**src/rtl/spi_xfer_sched_pkg.sv**
```systemverilog
// Shared definitions for the SPI transfer scheduler: default widths, state
// encoding and small helpers used by the top and its arbiter.
package spi_xfer_sched_pkg;

    localparam int SPI_W_CPU   = 32;
    localparam int SPI_TIMEOUT = 1024;
    localparam int SPI_W_TO    = 11;

    typedef enum logic [1:0] {
        SPIS_IDLE    = 2'd0,
        SPIS_LAUNCH  = 2'd1,
        SPIS_WAIT_RX = 2'd2,
        SPIS_RESP    = 2'd3
    } spis_e;

    // One-hot strobe vector for the port that owns the transfer.
    function automatic logic [1:0] port_onehot(input logic idx);
        logic [1:0] vec;
        if (idx) begin
            vec = 2'b10;
        end else begin
            vec = 2'b01;
        end
        return vec;
    endfunction

endpackage

```
**src/rtl/spi_xfer_sched_rr_arb2.sv**
```systemverilog
// Two-way round-robin picker: on a tie the port that did not win last time
// is chosen, otherwise the single requesting port.
module spi_xfer_sched_rr_arb2
    import spi_xfer_sched_pkg::*;
(
    input  logic [1:0] req,
    input  logic       last_grant,
    output logic       gnt,
    output logic       any
);

    // Grant selection; gnt is meaningless when any is low.
    always_comb begin
        gnt = 1'b0;
        any = |req;
        if (req == 2'b11) begin
            gnt = ~last_grant;
        end else if (req[1]) begin
            gnt = 1'b1;
        end else begin
            gnt = 1'b0;
        end
    end

endmodule

```
**src/rtl/spi_xfer_sched.sv**
```systemverilog
// Arbitrates two word-level requesters onto one SPI engine and returns each
// received word (or a timeout error) to the requester that launched it.
module spi_xfer_sched
    import spi_xfer_sched_pkg::*;
#(
    parameter int W_CPU   = SPI_W_CPU,
    parameter int TIMEOUT = SPI_TIMEOUT,
    parameter int W_TO    = SPI_W_TO
)
(
    input  logic             clk,
    input  logic             rst,
    input  logic             req0_valid,
    input  logic [W_CPU-1:0] req0_wdata,
    output logic             req0_ready,
    output logic             rsp0_valid,
    output logic [W_CPU-1:0] rsp0_rdata,
    output logic             rsp0_err,
    input  logic             req1_valid,
    input  logic [W_CPU-1:0] req1_wdata,
    output logic             req1_ready,
    output logic             rsp1_valid,
    output logic [W_CPU-1:0] rsp1_rdata,
    output logic             rsp1_err,
    input  logic             spi_tx_ready,
    output logic [W_CPU-1:0] spi_tx_data,
    output logic             spi_tx_valid,
    input  logic [W_CPU-1:0] spi_rx_data,
    input  logic             spi_rx_valid,
    output logic             busy,
    output logic             owner
);

    localparam logic [W_TO-1:0] TO_LAST = W_TO'(TIMEOUT - 1);
    localparam logic [W_TO-1:0] TO_ONE  = W_TO'(1);

    spis_e                     state_q, state_d;
    logic                      last_grant_q, last_grant_d;
    logic [W_TO-1:0]           cnt_q, cnt_d;
    logic [W_CPU-1:0]          tx_data_q, tx_data_d;
    logic                      tx_valid_q, tx_valid_d;
    logic                      owner_q, owner_d;
    logic                      busy_q, busy_d;
    logic [1:0]                rsp_valid_q, rsp_valid_d;
    logic [1:0]                rsp_err_q, rsp_err_d;
    logic [1:0][W_CPU-1:0]     rsp_rdata_q, rsp_rdata_d;

    logic                      gnt_s;
    logic                      any_s;
    logic                      accept_s;

    spi_xfer_sched_rr_arb2 u_arb (
        .req        ({req1_valid, req0_valid}),
        .last_grant (last_grant_q),
        .gnt        (gnt_s),
        .any        (any_s)
    );

    // Request acceptance is combinational so a requester sees ready in the
    // same cycle it is granted; the engine's ready only matters while idle.
    always_comb begin
        accept_s   = (state_q == SPIS_IDLE) & spi_tx_ready & any_s;
        req0_ready = accept_s & ~gnt_s;
        req1_ready = accept_s & gnt_s;
    end

    // Next-state and next-output computation for the transfer sequencer.
    always_comb begin
        state_d      = state_q;
        last_grant_d = last_grant_q;
        cnt_d        = cnt_q;
        tx_data_d    = tx_data_q;
        tx_valid_d   = 1'b0;
        owner_d      = owner_q;
        rsp_valid_d  = 2'b00;
        rsp_err_d    = 2'b00;
        rsp_rdata_d  = rsp_rdata_q;
        case (state_q)
            SPIS_IDLE: begin
                if (accept_s) begin
                    if (gnt_s) begin
                        tx_data_d = req1_wdata;
                    end else begin
                        tx_data_d = req0_wdata;
                    end
                    owner_d      = gnt_s;
                    last_grant_d = gnt_s;
                    tx_valid_d   = 1'b1;
                    state_d      = SPIS_LAUNCH;
                end else begin
                    state_d = SPIS_IDLE;
                end
            end
            SPIS_LAUNCH: begin
                cnt_d   = {W_TO{1'b0}};
                state_d = SPIS_WAIT_RX;
            end
            SPIS_WAIT_RX: begin
                cnt_d = cnt_q + TO_ONE;
                // Received data takes priority over an expiry in the same cycle.
                if (spi_rx_valid) begin
                    rsp_rdata_d[owner_q] = spi_rx_data;
                    rsp_valid_d          = port_onehot(owner_q);
                    state_d              = SPIS_RESP;
                end else if (cnt_q == TO_LAST) begin
                    rsp_rdata_d[owner_q] = {W_CPU{1'b0}};
                    rsp_valid_d          = port_onehot(owner_q);
                    rsp_err_d            = port_onehot(owner_q);
                    state_d              = SPIS_RESP;
                end else begin
                    state_d = SPIS_WAIT_RX;
                end
            end
            SPIS_RESP: begin
                state_d = SPIS_IDLE;
            end
            default: begin
                state_d = SPIS_IDLE;
            end
        endcase
        busy_d = (state_d != SPIS_IDLE);
    end

    // State and registered outputs; reset drops any transfer in flight.
    always_ff @(posedge clk or negedge rst) begin
        if (!rst) begin
            state_q      <= SPIS_IDLE;
            last_grant_q <= 1'b1;
            cnt_q        <= {W_TO{1'b0}};
            tx_data_q    <= {W_CPU{1'b0}};
            tx_valid_q   <= 1'b0;
            owner_q      <= 1'b0;
            busy_q       <= 1'b0;
            rsp_valid_q  <= 2'b00;
            rsp_err_q    <= 2'b00;
            rsp_rdata_q  <= {2{{W_CPU{1'b0}}}};
        end else begin
            state_q      <= state_d;
            last_grant_q <= last_grant_d;
            cnt_q        <= cnt_d;
            tx_data_q    <= tx_data_d;
            tx_valid_q   <= tx_valid_d;
            owner_q      <= owner_d;
            busy_q       <= busy_d;
            rsp_valid_q  <= rsp_valid_d;
            rsp_err_q    <= rsp_err_d;
            rsp_rdata_q  <= rsp_rdata_d;
        end
    end

    // Port-level view of the registered state.
    always_comb begin
        spi_tx_data  = tx_data_q;
        spi_tx_valid = tx_valid_q;
        busy         = busy_q;
        owner        = owner_q;
        rsp0_valid   = rsp_valid_q[0];
        rsp1_valid   = rsp_valid_q[1];
        rsp0_err     = rsp_err_q[0];
        rsp1_err     = rsp_err_q[1];
        rsp0_rdata   = rsp_rdata_q[0];
        rsp1_rdata   = rsp_rdata_q[1];
    end

endmodule

```
**config.mk**
```make
export PLATFORM = sky130hd
export DESIGN_NAME = spi_xfer_sched
export DESIGN_NICKNAME = d
export VERILOG_FILES = /design/src/rtl/spi_xfer_sched_pkg.sv /design/src/rtl/spi_xfer_sched_rr_arb2.sv /design/src/rtl/spi_xfer_sched.sv
export SDC_FILE = /design/constraint.sdc
export NUM_CORES = 1
export LEC_CHECK = 0
export CAP_MARGIN = 10
export CORE_AREA = 2 2 117 119
export CTS_BUF_LIST = sky130_fd_sc_hd__clkbuf_8 sky130_fd_sc_hd__clkbuf_16
export CTS_CLUSTER_SIZE = 20
export DETAILED_ROUTE_END_ITERATION = 10
export DIE_AREA = 0 0 119 121
export MAX_ROUTING_LAYER = met4
export PLACE_DENSITY_LB_ADDON = 0.1
export SYNTH_ARGS = -nofsm -noshare
export SYNTH_HDL_FRONTEND = slang
export SYNTH_SLANG_ARGS = --single-unit
export TNS_END_PERCENT = 20
```
**constraint.sdc**
```tcl
create_clock -name clk -period 2.3 [get_ports clk]
set_input_delay 0.46 -clock clk [delete_from_list [all_inputs] [get_ports clk]]
set_output_delay 0.46 -clock clk [all_outputs]
set_load 0.02 [all_outputs]
```
# Word level (Yosys, flattened, before mapping)
# Cells that the tools add are included.
# Widths: inputs -> output; s select.
# word_totals
regBits,117
latchBits,0
ram_bits,0
rom_bits,0
elab_cells,56
n_memories,0
# classes
addsub,1
multipliers,0
div,0
magnitude_cmp,2
n_eq_ne,5
n_shift,0
mux,21
n_bitwise,8
n_reduce_logical,8
# ops
op,n
$mux 64,2
$and 64x64->64,1
$bwmux 64,1
$mux 32,2
$not 64->64,1
$demux 32 s1,1
$pmux 11 s2,1
$mux 2,6
$add 11x1->11 const B,1
$eq 11x10->1 const B,1
$pmux 2 s4,1
$mux 1,7
$eq 2x2->1 const B,3
$reduce_bool 2->1,3
$and 1x1->1,4
$reduce_and 2->1,2
$eq 2x1->1 const B,1
$logic_not 2->1,1
$lt 1x2->1 const B,1
$not 1->1,2
$reduce_or 2->1,1
$ge 1x1->1 const B,1
$logic_and 1x1->1,1

# Longest topological paths before layout
# Gate-level depths: netlist of the first run.
# logic_depth
ltp_word,8
depth_mapped,7
ltp_nobuf,6

# Modules after synthesis
# From an unflattened synthesis of the first run, not the netlist that was laid out.
# hier_totals
hier_cells,588
area_unflattened_um2,5893.2
# modules_own_cells
mod,n_inst,cells_each,area_each_um2,seq_area_each_um2
spi_xfer_sched,1,586,5879.4,2929.1
spi_xfer_sched_rr_arb2,1,2,13.8,0.0

# Worst setup path before layout of the first run
# No wires, ideal clock.
# synth_timing
path_type,flip-flop to output port
startpoint,register state_q[0]
endpoint,output port req0_ready
arrival_ps,1392
required_ps,1840
path_slack_ps,448
stages_incl_launch_ff,6
cell_sequence,dfrtp_1 -> inv_1 -> ha_1 -> nand3_1 -> a21oi_1 -> clkbuf_1
# synth_via
elab_chain_cells,4
# synth_rtl
item,line,source
start: declaration,spi_xfer_sched.sv:37,"spis_e state_q, state_d;"
start signal: assignment,spi_xfer_sched.sv:138,state_q <= state_d;
$logic_not 2->1,spi_xfer_sched.sv:62,accept_s = (state_q == SPIS_IDLE) & spi_tx_ready & any_s;
$and 1x1->1 (2 in a row),spi_xfer_sched.sv:62,
$and 1x1->1,spi_xfer_sched.sv:63,req0_ready = accept_s & ~gnt_s;
end: declaration,spi_xfer_sched.sv:15,"output logic req0_ready,"
# No other way between the ends.

# Worst setup path in the final report of the first run
# Ends and elaborated chain as after synthesis.

==> results of run 1 <==
## worst max-delay path, cell delays in order (launching register included)
cell and delay, ps:
dfrtp_1 350, inv_1 70, ha_1 240, nand3_1 110, a21oi_2 140, dlygate4sd2_1 370
## where the power goes
group          internal, uW  switching, uW  total, uW
sequential             2930            588       3520
clock                  1690            893       2580
combinational          2940           3320       6260
total                  7560           4800      12400
## layout by cell type (no fill, tap or decap), drive strengths merged
master,Yosys,routed
nor3,1,1
inv,73,73
nand3,5,5
dfrtp,116,116
clkinv,0,8
nor2b,33,33
xnor2,1,1
dlygate4sd3,0,1
nor4,1,1
o31ai,3,3
o211ai,1,1
nand3b,1,1
nor2,3,3
nand4,2,2
dfstp,1,1
a21oi,39,39
clkdlybuf4s50,0,203
buf,13,15
a31oi,32,32
nor3b,1,1
o41ai,1,1
and2,34,34
ha,3,3
or3,3,3
nand2,7,7
a221o,32,32
a21o,2,2
nand2b,3,3
dlygate4sd2,0,2
diode,0,1
bufinv,0,2
or4,4,4
o2bb2ai,1,1
a21boi,1,1
o41a,1,1
clkbuf,29,21
o21ai,71,71
mux2i,2,2
and4b,32,32
## cell type report
type,instances,area [sq um],area share (%)
sequential,117,2930,34.1
multi-input combinational,320,2360,27.4
timing repair buffer,221,2230,26.0
clock buffer,21,480,5.58
inverter,73,274,3.18
tap,176,220,2.56
clock inverter,10,104,1.21
antenna,1,2.50,0.0291
## metrics by stage
step                setup slack (ps)  util [%]  area, sq um  power, uW
global route                    23.4      65.8         8610      13200
CTS                              103      65.8         8610      12500
detailed placement             -6.44      61.3         8020       9830
floorplan                        448         -         5810       7340
global placement                8.85      61.3         8020       9680
finish                           146      65.8         8610      12400
## cells by family after synthesis
kind of cell             Yosys count  synth area share [%]
AO/OA/AOI/OAI                    184                  23.4
XOR/XNOR                           1                 0.151
adder cells (fa/ha/maj)            3                 0.646
buffers and inverters            115                  9.08
flip-flops                       117                  50.4
multiplexers                       2                 0.344
AND/OR/NAND/NOR                  130                  16.0
## cell usage after synthesis (all sizes together)
master	n	share of area, %
a21boi	1	0.13
a21o	2	0.26
a21oi	39	3.4
a221o	32	5.5
a31oi	32	3.4
and2	34	3.7
and4b	32	5.5
buf	13	2.5
clkbuf	29	1.9
dfrtp	116	50
dfstp	1	0.45
ha	3	0.65
inv	73	4.7
mux2i	2	0.34
nand2	7	0.45
nand2b	3	0.32
nand3	5	0.43
nand3b	1	0.13
nand4	2	0.47
nor2	3	0.19
nor2b	33	3.6
nor3	1	0.086
nor3b	1	0.22
nor4	1	0.11
o211ai	1	0.13
o21ai	71	9.3
o2bb2ai	1	0.15
o31ai	3	0.39
o41a	1	0.19
o41ai	1	0.47
or3	3	0.32
or4	4	0.54
xnor2	1	0.15
## worst paths after layout
check	slack, ps	end	depth (start not counted)	from
max	150	req0_ready	5	state_q[0]
min	510	rsp0_rdata[18]	2	rsp0_rdata[18]
max reg2reg	410	cnt_q[10]	5	state_q[1]
min reg2reg	510	rsp0_rdata[18]	2	rsp0_rdata[18]
max in group asynchronous	1130	rsp1_rdata[8]	3	rst
min in group asynchronous	540	rsp0_rdata[20]	2	rst
## repair_timing
action	CTS	global route
gates resized for setup	2	0
hold buffers	1	0
endpoints found under the hold margin	29	0
setup endpoints to repair	2	0
## registers in the layout (all words and copies together), names as in the netlist
| register | flops |
|---|---|
| owner | 1 |
| state_q | 2 |
| rsp_valid_q | 2 |
| spi_tx_valid | 1 |
| rsp1_rdata | 32 |
| last_grant_q | 1 |
| busy | 1 |
| spi_tx_data | 32 |
| rsp0_rdata | 32 |
| rsp_err_q | 2 |
| cnt_q | 11 |
## layer usage
layer | GRT usage, % | up-vias
met5 | - | -
met3 | 8.36 | 20
met2 | 36.1 | 160
met4 | 8.63 | 0
met1 | 29.0 | 2432
li1 | - | 2349
==> impl_metrics.toml, run 1 <==
[run_status]
outcome = "complete, no violations"

[drt]
top_layer = "met4"
drc_errors = 0
drt-pass1-iter-count = 4
avgRoutedWirePerCell_um = 17.0
ant_nets = 0
route.met3.wl_mm = 1.11
vias = 4961
viasPerCell = 5.28
totalWireLength_mm = 15.9
wl_met1_mm = 6.94
wl_met2_mm = 7.55
detail_route.iter0.violations = 332

[worst_setup_path]
worst_setup_path_start_kind = "flop"
cp.required_ps = 1840
crit_arrival_ps = 1690
path_class = "reg2out"
path_max_fanout = 5
critPathCaptureType = "output pin"

[synth]
ys_seq_elements = 117
synth_area_sq_mm = 0.00581
synth_cell_types = 40
synth_seq_area_share_pct = 50.4
avgSynthCellArea_sq_um = 10.5
syn_inst = 552
syn_nets = 657
ys_warn_count = 0

[clock_network]
clock_latency_ps = 410
postCtsSetupRepairBufs = 0
root_buffer = "clkbuf_16"
cts_tree = "built"
numCtsBuffers = 17
clk_path_buf_depth = 2
htreeDepth = 4
clock_sinks = 117
cts.clk_slew.worst_paths_ps = 50

[sta]
slew_violations = 0
holdWs_ps = 512
finalCritPeriodShare_pct = 93.7
clock.fmax_ghz = 0.464
period_minus_slack_ps = 2150
fin_tns_setup_ps = 0
finalSetupViolCount = 0
grt_setup_unrepaired = "no"
max_slew_margin_pct = 67.8
fin_worst_skew_ps = 8.17
worst_pin_slew_ps = 481
hold_viol_final = 0

[power_and_ir_drop]
p_per_area_mw_per_mm2 = 1440
p_leak_uw = 0.00386
ir_worst_vdd_uv = 720

[flow_run]
maxCapViolations = 0

[finish]
num-fill-cells = 1016
syn_to_final_growth_pct = 48.2
drive_above_1_share_pct = 13.6
nets = 855
instances_no_fill = 939

[place]
place.gp.congestion = 0.851
io_buffers = 206
hpwl_mm = 10.9
dp_cells = 906

[die]
start_util_pct = 44.4
die_area_sq_mm = 0.0144
rows = 42
fp.dieH_um = 121
core_sq_mm = 0.0131
io_pins = 207
fp.dieW_um = 119

[global_routing]
grt_pass1_vias = 5095
overflow = 0
grt_pass1_wl_mm = 25.8
grt_max_degree = 134
grt_usage_pct = 23.6
antenna_found_initial = 0

[min_path]
hold_path.class = "reg2reg"
(Power assumes the default switching activity.)
==> run 2: changes to the inputs <==
==> constraint.sdc (replaced) <==
create_clock -name clk -period 2.2 [get_ports clk]
set_input_delay 0.44 -clock clk [delete_from_list [all_inputs] [get_ports clk]]
set_output_delay 0.44 -clock clk [all_outputs]
set_load 0.02 [all_outputs]
==> run 2 against run 1 <==
Effect of this change: the run now ends with negative hold slack left; hold slack worse by 520 ps; largest cell class unchanged; highest routed layer unchanged; setup slack gained 78 ps; clock skew shrank 1.9 ps.
==> impl_metrics.toml, run 2 (synthesis results as in run 1) <==
[run_status]
outcome = "complete, but fails checks"
violations = "negative hold slack"

[worst_setup_path]
r2r-end = "cnt_q[10]"
path_depth = 5
critPathCaptureType = "output pin"
path_max_fanout = 5
cp_slowest_cell = "dfrtp_1"
worstPathCellList = "inv_1 > ha_1 > nand3_1 > a21oi_2 > clkbuf_2"
reg2reg_slack_ps = 380
path_delay_family = "flip-flops"
path_buf_inv = 2
worst_setup_path_start_kind = "flop"
timing.rr.start = "state_q[1]"
critPathLaunch = "state_q[0]"
path_class = "reg2out"
slowest_delay_ps = 350
crit_arrival_ps = 1540
crit_end = "req1_ready"
r2r_cells = 5
cp.required_ps = 1760

[sta]
worst_pin_slew_ps = 500
holdWs_ps = -4.47
fin_worst_skew_ps = 6.22
finalCritPeriodShare_pct = 89.8
finalSetupViolCount = 0
clock.fmax_ghz = 0.506
max_slew_margin_pct = 66.7
hold_viol_final = 6
slew_violations = 0
grt_setup_unrepaired = "no"
worst_slack_ps = 224
period_minus_slack_ps = 1980

[global_routing]
grt_pass1_vias = 5081
grt_max_degree = 134
grt_pass1_wl_mm = 25.7
antenna_found_initial = 1
grt_usage_pct = 23.6
overflow = 0

[place]
io_buffers = 206
hpwl_mm = 11.0
dp_slack_ps = -69.3
placed_cell_area_sq_mm = 0.00804
place.gp.congestion = 0.870

[clock_network]
postCtsHoldBufs = 0
root_buffer = "clkbuf_16"
htreeDepth = 4
clk_path_buf_depth = 2
numCtsBuffers = 17
cts_tree = "built"
clock_latency_ps = 410
cts.clk_slew.worst_paths_ps = 50
clock_sinks = 117

[die]
die_area_sq_mm = 0.0144
rows = 42
core_sq_mm = 0.0131
fp.dieH_um = 121
start_util_pct = 44.4
io_pins = 207
fp.dieW_um = 119

[finish]
final_area_sq_mm = 0.00857
syn_to_final_growth_pct = 47.5
drive_above_1_share_pct = 13.4
num-fill-cells = 1054
multi_input_area_sq_mm = 0.00236
fin_util_pct = 65.5
ff_latch_area_sq_mm = 0.00293
nets = 855
layout_commonest_cell = "clkdlybuf4s50_1"
final_cell_mix = "clkdlybuf4s50_1 (203), dfrtp_1 (115), inv_1 (79), o21ai_2 (50), a21oi_1 (37)"

[power_and_ir_drop]
p_leak_uw = 0.00386
p_per_area_mw_per_mm2 = 1490
ir_worst_vdd_uv = 653

[drt]
drt-pass1-iter-count = 4
drc_errors = 0
detail_route.iter0.violations = 280
viasPerCell = 5.28
avgRoutedWirePerCell_um = 17.1
ant_nets = 0
totalWireLength_mm = 16.1
vias = 4966

[min_path]
hold_path.class = "in2async"

[flow_run]
maxCapViolations = 0
==> run 2: area by class of cell <==
class / count / area share, %
multi-input cells: 320 / 27.6
diodes: 1 / 0.0292
clock buffers: 23 / 5.92
well taps: 176 / 2.57
repair buffers: 221 / 26.1
clock inverters: 9 / 0.438
flip-flops and latches: 117 / 34.2
inverters: 73 / 3.20
==> run 2: worst register-to-register path, cell delays in order (launching register included) <==
cell and delay, ps:
dfrtp_1 350, inv_1 40, ha_1 410, nand4_1 300, or4_1 480, a21oi_1 170
==> run 2: worst min-delay path by stage <==
stage               start  endpoint  slack (ps)  cells after the start
global route          rst  cnt_q[1]          30                      1
CTS                   rst  cnt_q[1]           3                      1
floorplan             rst      busy         140                      0
global placement      rst  cnt_q[1]         440                      1
detailed placement    rst  cnt_q[2]         440                      1
finish                rst  cnt_q[2]          -4                      1
==> run 2: layer usage <==
layer / track usage, % / vias up / routed length [um]
met3: 6.95 / 27 / 1060
met1: 27.6 / 2413 / 6770
met2: 38.4 / 173 / 7950
met5: - / - / 0
met4: 9.52 / 0 / 331
li1: - / 2353 / -
==> run 2: per-stage QoR <==
stage	cells	power, uW	TNS [ps]
6_report	940	12800	0
5_1_grt	940	13600	0
4_1_cts	939	12900	0
3_5_place_dp	907	10400	-120
3_3_place_gp	907	10200	-85.7
2_1_floorplan	552	7680	0
==> run 2: report_power, final <==
group          internal (uW)  switching [uW]
logic                   3110            3520
registers               3070             610
clock network           1580             913
==> run 2: what timing repair did <==
| action | in CTS | in global routing |
|---|---|---|
| resized for setup | 2 | 4 |
| endpoints found under the setup margin | 2 | 2 |
| buffers inserted | 0 | 0 |
